==> config.mk <==
export PLATFORM = sky130hd
export DESIGN_NAME = instr_sequencer_flat
export DESIGN_NICKNAME = d
export VERILOG_FILES = /design/src/rtl/instr_sequencer_if.sv /design/src/rtl/instr_sequencer.sv /design/src/flat_wrapper.sv
export SDC_FILE = /design/constraint.sdc
export NUM_CORES = 1
export LEC_CHECK = 0
export BUFFER_PORTS_ARGS = -buffer_cell sky130_fd_sc_hd__buf_4
export CAP_MARGIN = 25
export CORE_MARGIN = 2
export CORE_UTILIZATION = 49
export CTS_BUF_LIST = sky130_fd_sc_hd__clkbuf_8 sky130_fd_sc_hd__clkbuf_16
export CTS_CLUSTER_DIAMETER = 50
export DETAILED_ROUTE_END_ITERATION = 16
export GPL_TIMING_DRIVEN = 0
export PLACE_DENSITY = 0.8
export SYNTH_ARGS = -nofsm -noshare
export SYNTH_HDL_FRONTEND = slang
export SYNTH_SLANG_ARGS = --single-unit
==> constraint.sdc <==
create_clock -name clk -period 4.1 [get_ports clk]
set_clock_uncertainty 0.15 [all_clocks]
set_input_delay 1.23 -clock clk [delete_from_list [all_inputs] [get_ports clk]]
set_output_delay 1.23 -clock clk [all_outputs]
set_load 0.1 [all_outputs]
==> src/rtl/instr_sequencer_if.sv <==
// Fetch/data memory handshake and datapath strobe bundle for instr_sequencer.
// master = sequencer side, slave = memory/datapath environment side.
interface instr_sequencer_if;
  logic        start;
  logic        imem_req;
  logic        imem_ack;
  logic [31:0] imem_rdata;
  logic        dmem_req;
  logic        dmem_we;
  logic        dmem_ack;
  logic [31:0] instr;
  logic        imm_control;
  logic        alu_src_imm;
  logic        rf_we;
  logic        pc_we;
  logic        busy;
  logic        retired;
  logic        illegal;
  logic [31:0] instret;

  modport master (
    input  start, imem_ack, imem_rdata, dmem_ack,
    output imem_req, dmem_req, dmem_we, instr,
    output imm_control, alu_src_imm, rf_we, pc_we,
    output busy, retired, illegal, instret
  );

  modport slave (
    output start, imem_ack, imem_rdata, dmem_ack,
    input  imem_req, dmem_req, dmem_we, instr,
    input  imm_control, alu_src_imm, rf_we, pc_we,
    input  busy, retired, illegal, instret
  );
endinterface

==> src/rtl/instr_sequencer.sv <==
// Multi-cycle RV32 instruction sequencer: fetch, decode, exec, mem, wb, trap.
// Define CUSTOM_ADUQ_EN to accept custom-0 opcode 0001011 as an R-type.
module instr_sequencer (
  input  logic                  clk,
  input  logic                  reset,
  instr_sequencer_if.master     bus
);
  localparam logic [2:0] S_IDLE   = 3'd0;
  localparam logic [2:0] S_FETCH  = 3'd1;
  localparam logic [2:0] S_DECODE = 3'd2;
  localparam logic [2:0] S_EXEC   = 3'd3;
  localparam logic [2:0] S_MEM    = 3'd4;
  localparam logic [2:0] S_WB     = 3'd5;
  localparam logic [2:0] S_TRAP   = 3'd6;

  localparam logic [2:0] C_R    = 3'd0;
  localparam logic [2:0] C_I    = 3'd1;
  localparam logic [2:0] C_JALR = 3'd2;
  localparam logic [2:0] C_JAL  = 3'd3;
  localparam logic [2:0] C_LW   = 3'd4;
  localparam logic [2:0] C_SW   = 3'd5;
  localparam logic [2:0] C_BEQ  = 3'd6;
  localparam logic [2:0] C_ILL  = 3'd7;

  logic [2:0]  r_state;
  logic [2:0]  r_cls;
  logic [31:0] r_instr;
  logic [31:0] r_instret;
  logic        r_illegal;

  logic [6:0]  w_op;
  logic [2:0]  w_cls;
  logic [2:0]  w_after;
  logic        w_wb;
  logic        w_beq_ret;
  logic        w_sw_ret;
  logic        w_retired;

  assign w_op = r_instr[6:0];

  always_comb begin
    w_cls = C_ILL;
    unique case (1'b1)
      (w_op == 7'b0110011): w_cls = C_R;
      (w_op == 7'b0010011),
      (w_op == 7'b0110111),
      (w_op == 7'b0010111): w_cls = C_I;
      (w_op == 7'b1100111): w_cls = C_JALR;
      (w_op == 7'b1101111): w_cls = C_JAL;
      (w_op == 7'b0000011): w_cls = C_LW;
      (w_op == 7'b0100011): w_cls = C_SW;
      (w_op == 7'b1100011): w_cls = C_BEQ;
`ifdef CUSTOM_ADUQ_EN
      (w_op == 7'b0001011): w_cls = C_R;
`endif
      default:              w_cls = C_ILL;
    endcase
  end

  // start is re-sampled only at retire, so dropping it never aborts
  assign w_after   = bus.start ? S_FETCH : S_IDLE;
  assign w_wb      = (r_state == S_WB);
  assign w_beq_ret = (r_state == S_EXEC) && (r_cls == C_BEQ);
  assign w_sw_ret  = (r_state == S_MEM) && (r_cls == C_SW)
                   && bus.dmem_ack;
  assign w_retired = w_wb || w_beq_ret || w_sw_ret;

  always_ff @(posedge clk) begin
    if (reset) begin
      r_state   <= S_IDLE;
      r_cls     <= C_R;
      r_instr   <= 32'd0;
      r_instret <= 32'd0;
      r_illegal <= 1'b0;
    end else begin
      r_instret <= r_instret + {31'd0, w_retired};
      unique case (r_state)
        S_IDLE: begin
          if (bus.start) r_state <= S_FETCH;
        end
        S_FETCH: begin
          if (bus.imem_ack) begin
            r_instr <= bus.imem_rdata;
            r_state <= S_DECODE;
          end
        end
        S_DECODE: begin
          r_cls <= w_cls;
          if (w_cls == C_ILL) begin
            r_illegal <= 1'b1;
            r_state   <= S_TRAP;
          end else begin
            r_state <= S_EXEC;
          end
        end
        S_EXEC: begin
          if (r_cls == C_BEQ)
            r_state <= w_after;
          else if (r_cls == C_LW || r_cls == C_SW)
            r_state <= S_MEM;
          else
            r_state <= S_WB;
        end
        S_MEM: begin
          if (bus.dmem_ack)
            r_state <= (r_cls == C_SW) ? w_after : S_WB;
        end
        S_WB:    r_state <= w_after;
        S_TRAP:  r_state <= S_TRAP;
        default: r_state <= S_IDLE;
      endcase
    end
  end

  assign bus.busy        = (r_state != S_IDLE) && (r_state != S_TRAP);
  assign bus.imem_req    = (r_state == S_FETCH);
  assign bus.imm_control = (r_state == S_DECODE);
  assign bus.alu_src_imm = (r_state == S_EXEC) && (r_cls != C_R)
                         && (r_cls != C_BEQ);
  assign bus.dmem_req    = (r_state == S_MEM);
  assign bus.dmem_we     = (r_state == S_MEM) && (r_cls == C_SW);
  assign bus.rf_we       = w_wb;
  assign bus.pc_we       = w_retired;
  assign bus.retired     = w_retired;
  assign bus.instr       = r_instr;
  assign bus.illegal     = r_illegal;
  assign bus.instret     = r_instret;
endmodule

==> src/flat_wrapper.sv <==
// flat-port wrapper written by rule: the top's interface ports become plain ports
module instr_sequencer_flat 
  (clk, reset, bus_start, bus_imem_ack, bus_imem_rdata, bus_dmem_ack, bus_imem_req, bus_dmem_req, bus_dmem_we, bus_instr, bus_imm_control, bus_alu_src_imm, bus_rf_we, bus_pc_we, bus_busy, bus_retired, bus_illegal, bus_instret);
  instr_sequencer_if bus_i ();
  input  logic clk;
  input  logic reset;
  input wire logic [$bits(bus_i.start)-1:0] bus_start;
  input wire logic [$bits(bus_i.imem_ack)-1:0] bus_imem_ack;
  input wire logic [$bits(bus_i.imem_rdata)-1:0] bus_imem_rdata;
  input wire logic [$bits(bus_i.dmem_ack)-1:0] bus_dmem_ack;
  output wire logic [$bits(bus_i.imem_req)-1:0] bus_imem_req;
  output wire logic [$bits(bus_i.dmem_req)-1:0] bus_dmem_req;
  output wire logic [$bits(bus_i.dmem_we)-1:0] bus_dmem_we;
  output wire logic [$bits(bus_i.instr)-1:0] bus_instr;
  output wire logic [$bits(bus_i.imm_control)-1:0] bus_imm_control;
  output wire logic [$bits(bus_i.alu_src_imm)-1:0] bus_alu_src_imm;
  output wire logic [$bits(bus_i.rf_we)-1:0] bus_rf_we;
  output wire logic [$bits(bus_i.pc_we)-1:0] bus_pc_we;
  output wire logic [$bits(bus_i.busy)-1:0] bus_busy;
  output wire logic [$bits(bus_i.retired)-1:0] bus_retired;
  output wire logic [$bits(bus_i.illegal)-1:0] bus_illegal;
  output wire logic [$bits(bus_i.instret)-1:0] bus_instret;
  assign bus_i.start = bus_start;
  assign bus_i.imem_ack = bus_imem_ack;
  assign bus_i.imem_rdata = bus_imem_rdata;
  assign bus_i.dmem_ack = bus_dmem_ack;
  assign bus_imem_req = bus_i.imem_req;
  assign bus_dmem_req = bus_i.dmem_req;
  assign bus_dmem_we = bus_i.dmem_we;
  assign bus_instr = bus_i.instr;
  assign bus_imm_control = bus_i.imm_control;
  assign bus_alu_src_imm = bus_i.alu_src_imm;
  assign bus_rf_we = bus_i.rf_we;
  assign bus_pc_we = bus_i.pc_we;
  assign bus_busy = bus_i.busy;
  assign bus_retired = bus_i.retired;
  assign bus_illegal = bus_i.illegal;
  assign bus_instret = bus_i.instret;
  instr_sequencer u_core (.clk(clk), .reset(reset), .bus(bus_i));
endmodule
# Word-level counts from Yosys, hierarchy flattened
# Index checks and enable logic that the tools add are counted.
dict set report totals {
  regBits 71
  latchBits 0
  ram_bits 0
  rom_bits 0
  wordCells 56
  mem_count 0
}
dict set report op_classes {
  add_sub_neg 1
  mul 0
  div_mod_pow 0
  order_cmp 0
  eq_ne 24
  shift 0
  n_mux 10
  bitwise 0
  n_reduce_logical 16
}
# cell n
set op_table {}
lappend op_table {{one-hot mux 3 bit (7 select lines)} 2}
lappend op_table {{adder 32 x 1 -> 32 bit} 1}
lappend op_table {{== test 3 bit (second input constant)} 7}
lappend op_table {{== test 7 x 6 -> 1 bit (second input constant)} 3}
lappend op_table {{== test 7 bit (second input constant)} 3}
lappend op_table {{2-to-1 mux 3 bit} 6}
lappend op_table {{== test 7 x 5 -> 1 bit (second input constant)} 2}
lappend op_table {{== test 7 x 2 -> 1 bit (second input constant)} 1}
lappend op_table {{== test 3 x 2 -> 1 bit (second input constant)} 2}
lappend op_table {{logical AND 1 bit} 6}
lappend op_table {{!= test 2 bit (second input constant)} 3}
lappend op_table {{!= test 3 bit (second input constant)} 2}
lappend op_table {{nonzero test 3 bit} 2}
lappend op_table {{AND reduction 2 bit} 2}
lappend op_table {{== test 3 x 1 -> 1 bit (second input constant)} 1}
lappend op_table {{logical NOT 3 bit} 1}
lappend op_table {{logical OR 1 bit} 3}
lappend op_table {{AND reduction 3 bit} 1}
lappend op_table {{OR reduction 3 bit} 1}
lappend op_table {{2-to-1 mux 1 bit} 2}

# Logic depth before layout (Yosys ltp)
# Gate-level depths: netlist (run 1).
dict set report depth {
  ltp_word 6
  ltp_mapped 13
  ltp_nobuf 10
}

# Worst setup path before layout (run 1)
# No wires, ideal clock.
dict set report synth_timing {
  path_kind {in2reg}
  startpoint {input port bus_dmem_ack}
  endpoint {register u_core.r_instret[28], in the netlist u_core.bus.instret[28]}
  setup_ns 0.070
  arrival_ns 5.684
  setup_slack_ns -1.805
  stages 10
  cell_sequence {inv_1 > o21a_1 > o21ai_0 > ha_1 > ha_1 > nand2_1 > or4_1 > buf_2 > or4_1 > a21oi_1}
}
dict set report synth_via {
  elab_chain_len 3
}
# element line
set synth_lines {}
lappend synth_lines {{start: declaration} flat_wrapper.sv:10} ;# input wire logic [$bits(bus_i.dmem_ack)-1:0] bus_dmem_ack;
lappend synth_lines {{logical AND 1 bit} instr_sequencer.sv:65} ;# && bus.dmem_ack;
lappend synth_lines {{logical OR 1 bit} instr_sequencer.sv:66} ;# assign w_retired = w_wb || w_beq_ret || w_sw_ret;
lappend synth_lines {{via bus_pc_we} flat_wrapper.sv:18} ;# output wire logic [$bits(bus_i.pc_we)-1:0] bus_pc_we;
lappend synth_lines {{adder 32 x 1 -> 32 bit} instr_sequencer.sv:76} ;# r_instret <= r_instret + {31'd0, w_retired};
lappend synth_lines {{end signal: assignment} instr_sequencer.sv:76}
lappend synth_lines {{end: declaration} instr_sequencer.sv:28} ;# logic [31:0] r_instret;
# The timed path passes the listed nets, and every way through them passes these cells.
# A chain may end at the register's enable or synchronous reset.

# Worst setup path after layout (run 1)
dict set report layout_timing {
  startpoint {input port bus_dmem_ack}
  endpoint {register u_core.r_instret[30], in the netlist u_core.bus.instret[30]}
}
dict set report layout_via {
  elab_chain_len 3
}
# element line
set layout_lines {}
lappend layout_lines {{logical AND 1 bit} instr_sequencer.sv:65}
lappend layout_lines {{logical OR 1 bit} instr_sequencer.sv:66}
lappend layout_lines {{adder 32 x 1 -> 32 bit} instr_sequencer.sv:76}
# Every way passes these cells.

==> metrics.cfg, run 1 <==
[sta]
timing.setup.tns_ns=0
holdWs_ns=0.303
min_period_over_period=0.851
achievable-frequency_mhz=287
grt_setup_unrepaired=no
finalSetupViolations=0
worstMarginPinSlew_ns=0.541
finalCriticalPeriod_ns=3.49
final_number_of_hold_violating_endpoints=0
slew_viol_final=0
slew_headroom=0.639

[finish]
final_cell_area_sq_um=4240
area_delta_synth_final_pct=36.8
stdcell_count=587
drive_above_1_share=0.262
nets=546
antenna-diode-count=0

[logic_synthesis]
yosys.cell_types.count=41
synth-seq-cells=71
ys.flop_type=dfxtp_1
post_synth_net_total=426
avgSynthCellArea_sq_um=8.01
synth_enable_flop_cells=0
ys.warnings.count=0
synth_seq_area_share=0.458
cell_type_with_the_largest_total_area_after_synthesis=dfxtp_1
synth-async-reset-ratio=0
netlist_top_cells_area=dfxtp_1, nand2_1, a21oi_1, or4_1, clkbuf_1
synthesis.area_sq_um=3100
yosys.area.top_type_share=0.458
synthCells=387

[power_and_ir_drop]
vdd_drop_max_mv=0.327
total_leakage_power_nw=1.67
cellPowerDensity_nw_per_um2=393

[placement]
place_congestion=0.814
dpl.cell_count=571
number_of_buffers_inserted_by_port_buffering=109
detailed_place_hpwl_um=5900
placed_area_sq_um=4030

[critical_path]
cp-end-kind=flip-flop
reg2reg_slack_ns=0.69
crit_arrival_ns=3.60
slowest_stage_delay_on_critical_path_ns=0.53
cp_launch_type=input port
crit_required_ns=4.21
critPathSlowestCell=or4_1
worst_setup_path_startpoint=bus_dmem_ack
critical_path.cell_chain=buf_4 > inv_1 > o21a_1 > o21ai_4 > ha_1 > ha_1 > nand2_1 > or4_1 > buf_2 > or4_1 > a21oi_1
regToRegStartpoint=u_core.r_state[1]$_SDFFE_PP0P_
timing_worst_setup_path_type=in -> reg
cp_max_fo=9

[routing]
detailedRoute.firstIterationViolations=219
postRouteWirelength_um=8040
drt_first_pass_iters=4
num_vias=3174
post_drt_antenna_nets=0
routed_via_density=5.41
mean_routed_wirelength_per_cell_um=13.7
drc_errors=0

[cts]
cts_resized=0
clock_sink_count=71
cts.repair_timing.setup_buffer_count=0
cts_tree=done
htreeDepth=3
cts_root_buffer=clkbuf_8
cts-hold-fix-buffers=0
cts.path.max_buffers=2
clk_latency_ns=0.33
clkSlewWorstSetupHoldPaths_ns=0.08
cts_inserted_buffers=9

[global_routing]
use_met1=0.259
grt_overflow_total=0
gr_peak_layer=met2
first_global_vias=2902
grt_antenna_before_repair=0
grtUsageTotal=0.225
gr-usage-met2=0.389
wire_length_of_the_first_global_routing_pass_um=13000
met3_track_utilization_from_global_routing=0.0762
largest_net_degree_at_the_start_of_global_routing=13

[run_status]
run_status=finished clean

[die]
ioPinCount=111
placeableCoreArea_sq_um=6030
floorplan.die.width_um=83.5
initial_core_util=0.515
placement_rows=28
die-area_sq_um=6980
die-height_um=83.5

[hold_path]
hp-class=reg -> reg
hold_path.startpoint=u_core.bus.illegal$_SDFFE_PP0P_

[run]
max_cap_viol_count=0

worst paths after layout:
check             cells after the start                                end
setup reg to reg                     12  u_core.bus.instret[30]$_SDFF_PP0_
hold / removal                        2    u_core.bus.illegal$_SDFFE_PP0P_
hold reg to reg                       2    u_core.bus.illegal$_SDFFE_PP0P_
setup / recovery                     11  u_core.bus.instret[30]$_SDFF_PP0_
power by group:
| part | leakage, nW | internal, W | switching (W) |
|---|---|---|---|
| Clock | 0.105 | 0.000313 | 0.000254 |
| Sequential | 0.574 | 0.000714 | 0.0000204 |
| Combinational | 0.987 | 0.0000929 | 0.000274 |
| Total | 1.67 | 0.00112 | 0.000548 |
cell type report:
| cell class | count | area [sq um] |
|---|---|---|
| well taps | 75 | 93.8 |
| fillers | 503 | 1780 |
| flip-flops and latches | 71 | 1420 |
| repair buffers | 109 | 818 |
| plain buffers | 26 | 104 |
| multi-input cells | 282 | 1570 |
| inverters | 8 | 30.0 |
| clock inverters | 5 | 56.3 |
| clock buffers | 11 | 151 |
per-layer routing:
| layer | routed length [um] | vias to the layer above |
|---|---|---|
| met2 | 3880 | 119 |
| met1 | 3390 | 1449 |
| met3 | 699 | 7 |
| met4 | 74 | 0 |
| li1 | - | 1599 |
| met5 | 0 | - |
synth_stat cells (2+ instances only):
library cell / number
and2_1: 4
dfxtp_1: 71
clkbuf_1: 22
o31ai_1: 11
and3_1: 3
nor4_1: 2
inv_1: 8
nor2_1: 20
nand4_1: 7
nor3_1: 7
xnor2_1: 8
ha_1: 2
nand3_1: 11
nor3b_1: 5
or4_1: 12
nand2_1: 77
xor2_1: 5
buf_2: 2
a31oi_1: 3
nand3b_1: 2
o21ai_0: 12
nand2b_1: 6
a22oi_1: 2
or3_1: 9
nor2b_1: 3
and4_1: 2
a21oi_1: 57
worst max-delay path: cells and delay by family:
family | cells | cell delay (ns)
buffers and inverters | 3 | 0.30
and+or+nand+nor | 3 | 1.07
adders and majority gates | 2 | 0.48
AOI/OAI and AO/OA | 3 | 0.51
metrics by stage:
step | power (W) | setup slack, ns | util
2_1_floorplan | 0.00102 | 0.000899 | -
3_3_place_gp | 0.00111 | 0.329 | 0.669
3_5_place_dp | 0.00112 | 0.279 | 0.669
4_1_cts | 0.00168 | 0.620 | 0.704
5_1_grt | 0.00174 | 0.370 | 0.704
6_report | 0.00167 | 0.610 | 0.704
kinds of logic (layout without fill, tap and decap cells):
| group | count (synthesis) | count (layout) | synth area share |
|---|---|---|---|
| buffers and inverters | 34 | 159 | 0.0432 |
| DFF | 71 | 71 | 0.458 |
| and+or+nand+nor | 172 | 172 | 0.276 |
| xor gates and xnor gates | 13 | 13 | 0.0367 |
| adders and majority gates | 2 | 2 | 0.00807 |
| muxes | 1 | 1 | 0.00363 |
| AOI/OAI and AO/OA | 94 | 94 | 0.174 |
state kept, by name, summed over array words and instances (netlist names):
register / cells
u_core.r_state: 3
u_core.r_cls: 3
u_core.bus.instr: 32
u_core.bus.instret: 32
u_core.bus.illegal: 1
cells in the final DEF (no fill, tap or decap), types with 3 or more instances in the layout:
cell,n
dfxtp_1,71
inv_1,8
o21ai_0,11
and2_1,4
or3_1,9
nand2b_1,6
nand4_1,7
a31oi_1,3
nor3b_1,4
nor2b_1,3
nor3_1,6
xor2_1,5
clkbuf_1,22
clkbuf_8,11
o31ai_1,11
or4_1,12
buf_4,110
nand2_1,77
nand3_1,11
a21oi_1,57
nor2_1,20
xnor2_1,8
and3_1,3
Power figures use the tool's default switching activity.
==> run 2: changes to the inputs <==
Settings changed: BUFFER_PORTS_ARGS -buffer_cell sky130_fd_sc_hd__buf_4 to -buffer_cell sky130_fd_sc_hd__buf_2, CORE_UTILIZATION 49 to 51, CTS_BUF_LIST sky130_fd_sc_hd__clkbuf_8 sky130_fd_sc_hd__clkbuf_16 to sky130_fd_sc_hd__clkbuf_2 sky130_fd_sc_hd__clkbuf_4 sky130_fd_sc_hd__clkbuf_8, PLACE_DENSITY 0.8 to 0.83.
==> run 2 against run 1 <==
Compared with the run above:
- critical path depth fell by 5
- count of clock-buffer cells in the layout rose by 2
- setup slack got worse by 0.13 ns
- combinational power fell by 6.5%
- non-clock buffer count did not move
==> metrics.cfg, run 2 (synthesis results as in run 1) <==
[run_status]
run_status=finished clean

[critical_path]
timing.critical_path.depth=6
slowest_stage_delay_on_critical_path_ns=0.41
critical_path.most_common_cell=buf_2
number_of_buffer_and_inverter_stages_on_the_critical_path=4
cp-end-kind=primary output
critical_path.top_delay_family=buffers and inverters
cp_max_fo=3
cp_launch_type=input port
critical_path.cell_chain=buf_2 > inv_1 > o21a_1 > o21ai_4 > buf_4 > buf_2
crit_arrival_ns=2.24
critPathSlowestCell=buf_2
crit_required_ns=2.72
rr_worst_depth=12
timing_worst_setup_path_type=in -> out

[cts]
cts.path.max_buffers=2
cts_resized=0
cts.repair_timing.setup_buffer_count=0
clk_latency_ns=0.34
cts_inserted_buffers=9
cts-hold-fix-buffers=0
clock_sink_count=71
clkSlewWorstSetupHoldPaths_ns=0.07
cts_tree=done
htreeDepth=3
cts_root_buffer=clkbuf_8

[die]
placement_rows=28
ioPinCount=111
die-height_um=82.0
floorplan.die.width_um=82.0
placeableCoreArea_sq_um=5890
die-area_sq_um=6720
initial_core_util=0.527

[finish]
final_cell_area_sq_um=3980
drive_above_1_share=0.260
post-route-util=0.676
layout.cells.most_common=buf_2
top_library_cells_by_usage_in_the_layout_fill_and_taps_aside=buf_2, nand2_1, dfxtp_1
antenna-diode-count=0
area_delta_synth_final_pct=28.3
nets=546

[sta]
timing.setup.tns_ns=0
min_period_over_period=0.883
achievable-frequency_mhz=276
final_number_of_hold_violating_endpoints=0
grt_setup_unrepaired=no
worstMarginPinSlew_ns=0.546
slew_headroom=0.636
slew_viol_final=0
finalSetupViolations=0
holdWs_ns=0.300
finalCriticalPeriod_ns=3.62

[routing]
post_drt_antenna_nets=0
drt_first_pass_iters=4
detailedRoute.firstIterationViolations=187
routed_via_density=5.43
mean_routed_wirelength_per_cell_um=13.4
num_vias=3181
drc_errors=0
postRouteWirelength_um=7850

[global_routing]
grtUsageTotal=0.239
grt_antenna_before_repair=0
largest_net_degree_at_the_start_of_global_routing=12
first_global_vias=2925
grt_overflow_total=0
wire_length_of_the_first_global_routing_pass_um=12500

[placement]
place_congestion=0.817
placed_area_sq_um=3760
detailed_place_hpwl_um=5690
number_of_buffers_inserted_by_port_buffering=109

[hold_path]
hp-class=reg -> reg
cell_count_of_the_worst_hold_path=2

[power_and_ir_drop]
total_leakage_power_nw=1.64
vdd_drop_max_mv=0.282
cellPowerDensity_nw_per_um2=421

[run]
max_cap_viol_count=0

[run 2: cell count changes in the layout (fill, tap and decap cells not counted), sizes merged]
cell	delta
clkinv	-3
clkbuf	+2
[run 2: worst paths after layout]
check                                  startpoint                                 to  slack (ns)
setup / recovery                     bus_dmem_ack                        bus_retired        0.48
hold / removal    u_core.bus.illegal$_SDFFE_PP0P_    u_core.bus.illegal$_SDFFE_PP0P_        0.30
setup reg to reg   u_core.r_state[1]$_SDFFE_PP0P_  u_core.bus.instret[28]$_SDFF_PP0_        0.70
hold reg to reg   u_core.bus.illegal$_SDFFE_PP0P_    u_core.bus.illegal$_SDFFE_PP0P_        0.30
[run 2: report_power, final]
part           leakage, nW  total [W]  internal, W  switching (W)
sequential           0.574   0.000733     0.000714      0.0000191
clock                0.108   0.000597     0.000344       0.000253
combinational        0.963   0.000343    0.0000693       0.000274
total                 1.64    0.00167      0.00113       0.000546
[run 2: layer usage]
layer | wire (um) | vias to the layer above | part of all wire | track usage
li1 | - | 1596 | - | -
met1 | 3370 | 1447 | 0.43 | 0.267
met2 | 3680 | 130 | 0.47 | 0.405
met3 | 729 | 8 | 0.093 | 0.102
met4 | 65 | 0 | 0.0083 | 0.0867
met5 | 0 | - | 0 | 0
[run 2: layout make-up]
class | count | area (sq um)
Fill cell | 521 | 1910
Multi-Input combinational cell | 282 | 1570
Sequential cell | 71 | 1420
Timing Repair Buffer | 109 | 546
Clock buffer | 13 | 179
Buffer | 26 | 104
Tap cell | 75 | 93.8
Clock inverter | 2 | 37.5
Inverter | 8 | 30.0
[run 2: metrics by stage]
step	power, W	setup slack [ns]	std cells
4_1_cts	0.00168	0.474	586
2_1_floorplan	0.00102	0.000899	387
3_3_place_gp	0.00109	0.339	571
5_1_grt	0.00173	0.365	586
6_report	0.00167	0.480	586
3_5_place_dp	0.00109	0.309	571
[run 2: worst min-delay path, delay by kind of cell, from the launching register on]
kind | cells | cell delay, ns
DFF | 1 | 0.31
buffers and inverters | 1 | 0.05
AOI/OAI and AO/OA | 1 | 0.05
==> run 3: changes to the inputs <==
Settings changed: RECOVER_POWER set to 50, SETUP_SLACK_MARGIN set to 0.1.
==> run 3 against run 2 <==
Compared with the run above:
- first-iteration DRC count shrank 12%
- non-clock buffer count unchanged
- count of clock-buffer cells in the layout fell by 2
- utilization shrank 0.28 points
- clock power up 2%
- cell count stayed put
- global-route usage is 0.49 points lower
- register-to-register slack worse by 0.05 ns
- sequential share of layout area increased by 0.15 points
- critical endpoint unchanged
- largest power group unchanged
==> metrics.cfg, run 3 (synthesis results as in run 1) <==
[die]
die-area_sq_um=6720
floorplan.die.width_um=82.0
die-height_um=82.0
ioPinCount=111
placement_rows=28
initial_core_util=0.527
placeableCoreArea_sq_um=5890

[finish]
layout.cells.most_common=buf_2
stdcell_count=586
nets=546
top_library_cells_by_usage_in_the_layout_fill_and_taps_aside=buf_2, nand2_1, dfxtp_1
antenna-diode-count=0
area_delta_synth_final_pct=27.8
drive_above_1_share=0.209

[critical_path]
regToRegEndpoint=u_core.bus.instret[28]$_SDFF_PP0_
timing_worst_setup_path_type=in -> out
cp_max_fo=3
regToRegStartpoint=u_core.r_state[1]$_SDFFE_PP0P_
cp_launch_type=input port
crit_arrival_ns=2.24
rr_worst_depth=12
crit_required_ns=2.72
cp-end-kind=primary output
reg2reg_slack_ns=0.65

[placement]
dpl.cell_count=571
number_of_buffers_inserted_by_port_buffering=109
place_worst_setup_slack_ns=0.355
detailed_place_hpwl_um=5610
place_congestion=0.800

[sta]
final_number_of_hold_violating_endpoints=0
finalSetupViolations=0
min_period_over_period=0.884
slew_viol_final=0
grt_setup_unrepaired=no
holdWs_ns=0.306
timing.setup.tns_ns=0
achievable-frequency_mhz=276
worstMarginPinSlew_ns=1.19
slew_headroom=0.207
finalCriticalPeriod_ns=3.62
setup_slack_ns=0.478

[power_and_ir_drop]
vdd_drop_max_mv=0.253
cellPowerDensity_nw_per_um2=424
switch_pwr_w=0.000539
netSwitchingFraction=0.321
pwr-share-seq=0.437
total_leakage_power_nw=1.55
clock_group_share_of_total_power=0.363
cellInternalPower_w=0.00114
comb_power_share=0.200

[global_routing]
grt_overflow_total=0
grt_antenna_before_repair=0
largest_net_degree_at_the_start_of_global_routing=12
wire_length_of_the_first_global_routing_pass_um=12500
first_global_vias=2814
grtUsageTotal=0.234

[cts]
clock_sink_count=71
cts.path.max_buffers=2
cts.repair_timing.setup_buffer_count=0
cts-hold-fix-buffers=0
cts_inserted_buffers=9
clkSlewWorstSetupHoldPaths_ns=0.07
cts_tree=done
clk_latency_ns=0.33
cts_resized=0
cts_root_buffer=clkbuf_8
htreeDepth=3

[routing]
postRouteWirelength_um=7710
routed_via_density=5.47
drc_errors=0
mean_routed_wirelength_per_cell_um=13.2
drt_first_pass_iters=5
detailedRoute.firstIterationViolations=165
post_drt_antenna_nets=0
num_vias=3208

[hold_path]
cell_count_of_the_worst_hold_path=2
hold_path.startpoint=u_core.bus.instr[22]$_SDFFE_PP0P_
hp-class=reg -> reg
timing.hold.worst_endpoint=u_core.bus.instr[22]$_SDFFE_PP0P_

[run]
max_cap_viol_count=0

[run_status]
run_status=finished clean

## run 3: changes by cell type in the layout (fill, tap and decap cells not counted), sizes merged
cell | previous run | this run
clkbuf | 35 | 61
bufinv | 1 | 2
buf | 113 | 85
clkinv | 0 | 2
clkinvlp | 1 | 0
## run 3: worst max path at each step
stage,startpoint,endpoint,cells past startpoint,slack [ns]
final,bus_dmem_ack,bus_retired,6,0.48
after global placement,bus_dmem_ack,u_core.bus.instret[28]$_SDFF_PP0_,11,0.40
after detailed placement,bus_dmem_ack,u_core.bus.instret[21]$_SDFF_PP0_,11,0.35
after global routing,u_core.r_state[1]$_SDFFE_PP0P_,u_core.bus.instret[28]$_SDFF_PP0_,12,0.37
after floorplan,bus_dmem_ack,u_core.bus.instret[28]$_SDFF_PP0_,10,0.02
after CTS,bus_dmem_ack,bus_retired,6,0.43
## run 3: through the flow
stage                     total power (W)  instance area, sq um   util
after detailed placement          0.00109                  3810  0.647
after floorplan                   0.00102                  3170      -
after global routing              0.00174                  3960  0.673
after CTS                         0.00170                  4020  0.683
final                             0.00168                  3960  0.673
after global placement            0.00109                  3810  0.647
## run 3: critical path: stages
cell     delay (ns)
buf_2          0.09
inv_1          0.05
o21a_1         0.19
o21ai_4        0.16
buf_4          0.12
buf_2          0.41
## run 3: layout make-up
cell class | count | area (sq um)
clock buffer | 11 | 145
multi-input combinational | 282 | 1570
inverter | 8 | 30.0
fill | 526 | 1920
buffer | 26 | 116
timing repair buffer | 109 | 510
sequential | 71 | 1420
tap | 75 | 93.8
clock inverter | 4 | 70.1
## run 3: per-layer routing
layer  vias up  routed length [um]  GRT usage
li1       1603                   -          -
met1      1478                3390      0.298
met2       116                3580      0.371
met3        11                 646     0.0758
met4         0                  91     0.0867
met5         -                   0          0
## run 3: power by group through the flow
stage / logic [W] / clock network [W] / registers, W
floorplan: 0.000141 / 0 / 0.000883
global placement: 0.000339 / 0 / 0.000748
detailed placement: 0.000342 / 0 / 0.000750
CTS: 0.000343 / 0.000620 / 0.000734
global route: 0.000357 / 0.000646 / 0.000738
finish: 0.000337 / 0.000609 / 0.000734
